$ cat src/rtl/hazard_ctrl.sv
// hazard_ctrl -- pipeline hazard controller for a 5-stage in-order core.
//
// Resolves data hazards by forwarding from EX/MEM, stalls on load-use,
// flushes on taken branches, and freezes the pipe while a multi-cycle
// mul/div unit (MDU) is busy, with a timeout that raises a sticky error.
//
// Parameters
//   LOAD_STALL_CYC  stall cycles per load-use hazard (1..3)
//   MDU_TIMEOUT     max cycles to wait for MDU_done (2..255)
//
// Ports
//   clk, rst_n                  clock, async active-low reset
//   ID_rs1/ID_rs2 [4:0]         source registers of the ID instruction
//   ID_rs1_used/ID_rs2_used     ID instruction actually reads the source
//   ID_vld                      ID holds a valid instruction
//   EX_rd, EX_x_rd_vld, EX_is_load   EX destination, write enable, load flag
//   MEM_rd, MEM_x_rd_vld        MEM destination, write enable
//   EX_br_taken                 branch/jump taken in EX this cycle
//   EX_mdu_start                MDU launch pulse
//   MDU_done                    MDU result ready pulse
//   HC_fwd_sel1/2 [1:0]         0=regfile, 1=EX result, 2=MEM result
//   HC_stall_if/id/ex           hold PC, IF-ID, ID-EX
//   HC_bubble_ex                load NOP into ID-EX
//   HC_flush_id                 replace IF-ID with NOP
//   HC_mdu_err                  sticky MDU timeout flag
//   HC_stall_cnt [15:0]         saturating count of ID stall cycles
//
// state    | meaning
// ---------+-----------------------------------------------------------
// IDLE     | normal flow; single-cycle load-use stall handled here
// LD_STALL | extra load-use stall cycles, counted down by ld_cnt_q
// MDU_BUSY | pipe frozen waiting for MDU_done or timeout
// FLUSH    | second cycle of a taken-branch flush (IF-ID only)

module hazard_ctrl #(
    parameter int unsigned LOAD_STALL_CYC = 1,
    parameter int unsigned MDU_TIMEOUT    = 64
) (
    input  logic        clk,
    input  logic        rst_n,
    input  logic [4:0]  ID_rs1,
    input  logic [4:0]  ID_rs2,
    input  logic        ID_rs1_used,
    input  logic        ID_rs2_used,
    input  logic        ID_vld,
    input  logic [4:0]  EX_rd,
    input  logic        EX_x_rd_vld,
    input  logic        EX_is_load,
    input  logic [4:0]  MEM_rd,
    input  logic        MEM_x_rd_vld,
    input  logic        EX_br_taken,
    input  logic        EX_mdu_start,
    input  logic        MDU_done,
    output logic [1:0]  HC_fwd_sel1,
    output logic [1:0]  HC_fwd_sel2,
    output logic        HC_stall_if,
    output logic        HC_stall_id,
    output logic        HC_stall_ex,
    output logic        HC_bubble_ex,
    output logic        HC_flush_id,
    output logic        HC_mdu_err,
    output logic [15:0] HC_stall_cnt
);

    typedef enum logic [1:0] {
        IDLE     = 2'd0,
        LD_STALL = 2'd1,
        MDU_BUSY = 2'd2,
        FLUSH    = 2'd3
    } state_t;

    localparam logic [1:0] LD_INIT   = 2'(LOAD_STALL_CYC - 1);
    localparam bit         LD_MULTI  = (LOAD_STALL_CYC > 1);
    localparam logic [7:0] MDU_LIMIT = 8'(MDU_TIMEOUT);

    state_t      state_q, state_d;
    logic [1:0]  ld_cnt_q, ld_cnt_d;
    logic [7:0]  mdu_cnt_q, mdu_cnt_d;
    logic        mdu_err_q;
    logic        mdu_timeout;
    logic [15:0] stall_cnt_q;
    logic        load_use;

    // A load in EX cannot forward (data not yet available), so it is
    // skipped here and the older MEM value is used; the load-use stall
    // covers the dependency.
    function automatic logic [1:0] fwd_sel(
        input logic [4:0] rs,
        input logic [4:0] ex_rd,
        input logic       ex_vld,
        input logic       ex_ld,
        input logic [4:0] mem_rd,
        input logic       mem_vld
    );
        if (ex_vld && (ex_rd == rs) && (ex_rd != 5'd0) && !ex_ld)
            return 2'd1;
        else if (mem_vld && (mem_rd == rs) && (mem_rd != 5'd0))
            return 2'd2;
        else
            return 2'd0;
    endfunction

    assign HC_fwd_sel1 = fwd_sel(ID_rs1, EX_rd, EX_x_rd_vld, EX_is_load,
                                 MEM_rd, MEM_x_rd_vld);
    assign HC_fwd_sel2 = fwd_sel(ID_rs2, EX_rd, EX_x_rd_vld, EX_is_load,
                                 MEM_rd, MEM_x_rd_vld);

    assign load_use = ID_vld && EX_is_load && EX_x_rd_vld && (EX_rd != 5'd0) &&
                      ((ID_rs1_used && (EX_rd == ID_rs1)) ||
                       (ID_rs2_used && (EX_rd == ID_rs2)));

    always_ff @(posedge clk or negedge rst_n) begin
        if (!rst_n) begin
            state_q     <= IDLE;
            ld_cnt_q    <= 2'd0;
            mdu_cnt_q   <= 8'd0;
            mdu_err_q   <= 1'b0;
            stall_cnt_q <= 16'd0;
        end else begin
            state_q   <= state_d;
            ld_cnt_q  <= ld_cnt_d;
            mdu_cnt_q <= mdu_cnt_d;
            if (mdu_timeout)
                mdu_err_q <= 1'b1;
            if (HC_stall_id && (stall_cnt_q != 16'hFFFF))
                stall_cnt_q <= stall_cnt_q + 16'd1;
        end
    end

    always_comb begin
        state_d      = state_q;
        ld_cnt_d     = ld_cnt_q;
        mdu_cnt_d    = mdu_cnt_q;
        mdu_timeout  = 1'b0;
        HC_stall_if  = 1'b0;
        HC_stall_id  = 1'b0;
        HC_stall_ex  = 1'b0;
        HC_bubble_ex = 1'b0;
        HC_flush_id  = 1'b0;

        case (state_q)
            IDLE: begin
                if (EX_br_taken) begin
                    HC_flush_id  = 1'b1;
                    HC_bubble_ex = 1'b1;
                    state_d      = FLUSH;
                end else if (EX_mdu_start) begin
                    mdu_cnt_d = 8'd0;
                    state_d   = MDU_BUSY;
                end else if (load_use) begin
                    HC_stall_if  = 1'b1;
                    HC_stall_id  = 1'b1;
                    HC_bubble_ex = 1'b1;
                    if (LD_MULTI) begin
                        ld_cnt_d = LD_INIT;
                        state_d  = LD_STALL;
                    end
                end
            end

            LD_STALL: begin
                if (EX_br_taken) begin
                    HC_flush_id  = 1'b1;
                    HC_bubble_ex = 1'b1;
                    ld_cnt_d     = 2'd0;
                    state_d      = FLUSH;
                end else begin
                    HC_stall_if  = 1'b1;
                    HC_stall_id  = 1'b1;
                    HC_bubble_ex = 1'b1;
                    if (ld_cnt_q <= 2'd1) begin
                        ld_cnt_d = 2'd0;
                        state_d  = IDLE;
                    end else begin
                        ld_cnt_d = ld_cnt_q - 2'd1;
                    end
                end
            end

            MDU_BUSY: begin
                // done wins over a timeout landing in the same cycle
                if (MDU_done) begin
                    state_d = IDLE;
                end else if (mdu_cnt_q == MDU_LIMIT) begin
                    mdu_timeout = 1'b1;
                    state_d     = IDLE;
                end else begin
                    HC_stall_if = 1'b1;
                    HC_stall_id = 1'b1;
                    HC_stall_ex = 1'b1;
                    mdu_cnt_d   = mdu_cnt_q + 8'd1;
                end
            end

            FLUSH: begin
                HC_flush_id = 1'b1;
                if (EX_br_taken) begin
                    HC_bubble_ex = 1'b1;
                    state_d      = FLUSH;
                end else begin
                    state_d = IDLE;
                end
            end

            default: state_d = IDLE;
        endcase
    end

    assign HC_mdu_err   = mdu_err_q;
    assign HC_stall_cnt = stall_cnt_q;

endmodule

$ cat config.mk
export PLATFORM = sky130hd
export DESIGN_NAME = hazard_ctrl
export DESIGN_NICKNAME = d
export VERILOG_FILES = /design/src/rtl/hazard_ctrl.sv
export SDC_FILE = /design/constraint.sdc
export NUM_CORES = 1
export LEC_CHECK = 0
export ABC_AREA = 1
export CORE_MARGIN = 2
export CORE_UTILIZATION = 53
export CTS_CLUSTER_DIAMETER = 80
export CTS_CLUSTER_SIZE = 25
export DETAILED_ROUTE_END_ITERATION = 16
export PLACE_DENSITY = 0.86
export RECOVER_POWER = 100
export REMOVE_ABC_BUFFERS = 1
export SETUP_SLACK_MARGIN = 0.5
export SYNTH_ARGS = -nofsm -noshare
export SYNTH_HDL_FRONTEND = slang
export SYNTH_SLANG_ARGS = --single-unit
$ cat constraint.sdc
create_clock -name clk -period 4.9 [get_ports clk]
set_clock_uncertainty 0.1 [all_clocks]
set_input_delay 1.47 -clock clk [delete_from_list [all_inputs] [get_ports clk]]
set_output_delay 1.47 -clock clk [all_outputs]
set_load 0.05 [all_outputs]
# Word level (Yosys, flattened, before mapping)
# Index checks and enable logic that the tools add are counted.
word_totals:
  ff_bits: 29
  output_inout_bits: 26
op_classes:
  n_addsub: 3
  order_cmp: 1
  n_eq_ne: 16
  n_mux: 34
  n_reduce_logical: 26
op_table:
  columns: ["cell", "count"]
  rows:
  - ["$mux W8", 4]
  - ["$mux W2", 13]
  - ["$eq A5 B5 Y1", 4]
  - ["$logic_and A1 B1 Y1", 17]
  - ["$add A16 B1 Y16 const B", 1]
  - ["$ne A16 B16 Y1 const B", 1]
  - ["$pmux W8 S2", 1]
  - ["$mux W1", 12]
  - ["$reduce_bool A5 Y1", 2]
  - ["$ne A3 B3 Y1 const B", 3]
  - ["$add A8 B1 Y8 const B", 1]
  - ["$eq A8 B7 Y1 const B", 1]
  - ["$ne A2 B2 Y1 const B", 4]
  - ["$pmux W2 S4", 1]
  - ["$pmux W1 S3", 2]
  - ["$reduce_and A5 Y1", 1]
  - ["$eq A2 B2 Y1 const B", 2]
  - ["$reduce_and A3 Y1", 1]
  - ["$eq A2 B1 Y1 const B", 1]
  - ["$le A2 B1 Y1 const B", 1]
  - ["$logic_not A2 Y1", 1]
  - ["$pmux W1 S2", 1]
  - ["$reduce_bool A2 Y1", 1]
  - ["$reduce_or A2 Y1", 1]
  - ["3 further kinds", 3]

# Longest topological paths before layout
logic_depth:
  ltp_word: 9
  mapped_depth: 12
  depth_no_buf: 11

# Worst setup path before layout
# Ideal clock, no wire load.
synth_timing:
  kind: "input to output"
  from: "input EX_rd[2]"
  to: "output HC_fwd_sel2[1]"
  arrival_ns: 3.192
  required_time_ns: 3.330
  path_slack_ns: 0.138
  cell_stages: 5
  path_cell_list: "nor2_1 -> nand3_1 -> nand3b_1 -> nor2_1 -> nor3b_1"
synth_via:
  elab_chain_cells: 5
synth_rtl:
  columns: ["element", "line", "rtl"]
  rows:
  - ["from (decl)", "46", "input logic [4:0] EX_rd,"]
  - ["$eq A5 B5 Y1", "95", "if (ex_vld && (ex_rd == rs) && (ex_rd != 5'd0) && !ex_ld)"]
  - ["$logic_and A1 B1 Y1", "95", null]
  - ["$logic_and A1 B1 Y1 (*) (2 in series)", "95", null]
  - ["$mux W2 (*)", "95", null]
  - ["to (decl)", "55", "output logic [1:0] HC_fwd_sel2,"]
# Mark *: on every way between the ends. The rest lies on a longest branch, timed or not.

# Final worst setup path
layout_timing:
  from: "input EX_br_taken"
  to: "output HC_stall_id"
layout_via:
  elab_chain_cells: 2
layout_rtl:
  columns: ["element", "line", "rtl"]
  rows:
  - ["from (decl)", "51", "input logic EX_br_taken,"]
  - ["$mux W1, on equally long branches", "162, 143", null]
  - ["$pmux W1 S3 (*)", "141", "case (state_q)"]
  - ["to (decl)", "57", "output logic HC_stall_id,"]
# Marked as above.

==> impl_metrics.env <==
export IMPL_status="finished with violations"
export IMPL_violations="max-capacitance violations, max-slew violations"
export IMPL_cp_start_kind="input pin"
export IMPL_finalSetupViolations=0
export IMPL_ir_drop_mv=0.162
export IMPL_regToRegEndpoint="HC_stall_cnt[12]"
export IMPL_yosysWarnings=0
export IMPL_drc=0
export IMPL_maxSlewHeadroom_pct=-7.38
export IMPL_ant_nets=0
export IMPL_min_path_type="flop to flop"
export IMPL_numPortBuffers=56
export IMPL_core_area_um2=3970
export IMPL_start_util_pct=54.5
export IMPL_reg2reg_slack_ps=2000
export IMPL_path_clk_slew_ps=60
export IMPL_n_antenna_cell=0
export IMPL_dieArea_um2=4610
export IMPL_dp_cells=403
export IMPL_critPathMaxFanout=6
export IMPL_drt_wl_total_mm=5.61
export IMPL_post_cts_buffers=0
export IMPL_drive_above_1_share_pct=10.5
export IMPL_cts_sinks=29
export IMPL_hold_depth=1
export IMPL_power_density_nw_per_um2=335
export IMPL_final_common_cell="nand2_1"
export IMPL_dr_pass1_iters=5
export IMPL_antenna_found_initial=0
export IMPL_grt_pass1_vias=2159
export IMPL_rsz0062_at_grt="yes"
export IMPL_grt_max_degree=30
export IMPL_vias=2247
export IMPL_ctsHoldBuffers=0
export IMPL_clockBufferDepth=2
export IMPL_yosysUniqueCellTypes=36
export IMPL_ys_ff_latch=29
export IMPL_rows=23
export IMPL_die_h_um=67.9
export IMPL_slew_viol_final=30
export IMPL_mostFrequentLayoutCells="nand2_1 (85), inv_1 (33), dfrtp_1 (29)"
export IMPL_yosys_area_top_type="dfrtp_1"
export IMPL_crit_arrival_ps=2990
export IMPL_dp_hpwl_mm=4.11
export IMPL_die_w_um=67.9
export IMPL_setup_tns_ps=0
export IMPL_r2r_start="mdu_cnt_q[0]"
export IMPL_ios=57
export IMPL_synth_cells=301
export IMPL_cts_tree="built"
export IMPL_via_per_inst=5.47
export IMPL_rr_worst_depth=11
export IMPL_worst_pin_slew_ps=1610
export IMPL_endpoint_kind="output pin"
export IMPL_period_minus_slack_ps=4560
export IMPL_min_from="HC_mdu_err"
export IMPL_post_route_period_util_pct=93.2
export IMPL_synth_area_per_cell_um2=7.20
export IMPL_hold_viol_final=0
export IMPL_gr_total_overflow=0
export IMPL_yosys_top_cells_area="dfrtp_1 (34%), nand2_1 (15%), xor2_1 (8.1%)"
export IMPL_fill_cells=315
export IMPL_nets=394
export IMPL_hold_end="HC_mdu_err"
export IMPL_yosysSeqAreaShare_pct=33.5
export IMPL_wire_per_inst_um=13.6
export IMPL_grt_pass1_wl_mm=9.16
export IMPL_synth_area_um2=2170
export IMPL_area_growth_pct=33.7
export IMPL_drt_iter0_drc=187
export IMPL_root_buffer="clkbuf_8"
export IMPL_p_leak_uw=0.00149
export IMPL_crit_type="input pin to output pin"
export IMPL_cap_violations=1
export IMPL_track_usage_pct=25.8
export IMPL_numCtsBuffers=5
export IMPL_cp_required_ps=3330
export IMPL_gp_congestion=0.899
export IMPL_worstSkewPairLatency_ps=280
export IMPL_fmax_mhz=219
export IMPL_synth_top_area_share_pct=33.5
export IMPL_final_cell_count_no_fill=411
export IMPL_htreeDepth=2
## per-layer routing
metal / vias to the layer above / wire, µm / GRT usage, %
met5: - / 0 / 0
met4: 0 / 158 / 12.8
li1: 1094 / - / -
met3: 17 / 358 / 5.10
met1: 1035 / 2290 / 30.4
met2: 101 / 2800 / 44.5
## final cells by class
type / count / area (µm²) / area share [%]
Multi-Input combinational cell: 224 / 1250 / 43.3
Sequential cell: 29 / 726 / 25.1
Timing Repair Buffer: 58 / 614 / 21.2
Clock buffer: 6 / 72.6 / 2.51
Tap cell: 50 / 62.6 / 2.16
Clock inverter: 2 / 10.0 / 0.346
Inverter: 42 / 158 / 5.45
## per-stage QoR
stage / total power (µW) / util, % / setup slack (ps) / cell area, µm² / hold WS [ps]
2_1_floorplan: 622 / - / 138 / 2130 / 359
3_3_place_gp: 793 / 71.3 / 297 / 2830 / 361
3_5_place_dp: 805 / 71.3 / 247 / 2830 / 361
4_1_cts: 1000 / 73.9 / 470 / 2940 / 378
5_1_grt: 1030 / 72.9 / 257 / 2900 / 388
6_report: 969 / 72.9 / 335 / 2900 / 367
## what timing repair did
| action | in CTS | in global routing |
|---|---|---|
| endpoints found under the setup margin | 7 | 5 |
| gates resized for setup | 24 | 15 |
| endpoints found under the hold margin | 0 | 0 |
| pin swaps | 10 | 6 |
## worst max-delay path: stages
cell	delay, ps
dlygate4sd3_1	600
nor3_1	330
nand3_2	110
nand2_1	290
buf_12	190
## cell families (layout without fill, tap and decap cells)
| logic type | count (synthesis) | count (layout) | share of synthesized area [%] |
|---|---|---|---|
| AOI/OAI and AO/OA | 24 | 24 | 6.70 |
| DFF | 29 | 29 | 33.5 |
| adders and majority gates | 3 | 3 | 1.73 |
| buffers and inverters | 48 | 108 | 9.01 |
| xor gates and xnor gates | 26 | 26 | 10.5 |
| and+or+nand+nor | 171 | 171 | 38.5 |
## power breakdown
part,leakage (µW),total [µW],internal (µW),switching (µW)
clock,0.0000450,193,98.2,94.5
combinational,0.00105,452,146,306
sequential,0.000392,324,274,50.2
total,0.00149,969,518,451
## Yosys cell counts
cell type,instances
ha_1,3
a21boi_0,1
nand3_2,2
buf_2,3
o21bai_1,1
nor4_1,4
nor3_1,8
nor2_1,22
nand2_1,84
nor3b_1,1
nor2_8,1
inv_2,6
nand3b_1,2
dfrtp_1,29
o22ai_1,3
o21ai_0,4
nor2_4,2
nor3_2,1
xnor2_1,6
nand4_1,9
o31ai_1,6
nand3_1,28
and3_1,1
clkbuf_1,1
xor2_1,20
inv_1,36
or2_1,1
nand4_4,1
a31oi_1,1
a21oi_1,3
nand2_4,2
buf_6,1
nand3_4,1
o21ai_1,5
nand2_2,1
buf_4,1
## sequential cells by signal, indices dropped and copies added, names as in the netlist
name          cells
state_q           2
mdu_cnt_q         8
HC_mdu_err        1
HC_stall_cnt     16
ld_cnt_q          2
## how the worst max path moves through the flow
stage                startpoint        endpoint  slack [ps]  depth (start not counted)
floorplan              EX_rd[2]  HC_fwd_sel2[1]         140                          5
global placement       EX_rd[0]    HC_bubble_ex         300                         10
detailed placement     EX_rd[0]    HC_bubble_ex         250                         10
CTS                   ID_rs1[4]    HC_bubble_ex         470                          7
global route          ID_rs1[0]    HC_bubble_ex         260                         10
finish              EX_br_taken     HC_stall_id         340                          5
No activity file was read; power rests on OpenSTA's default activity.
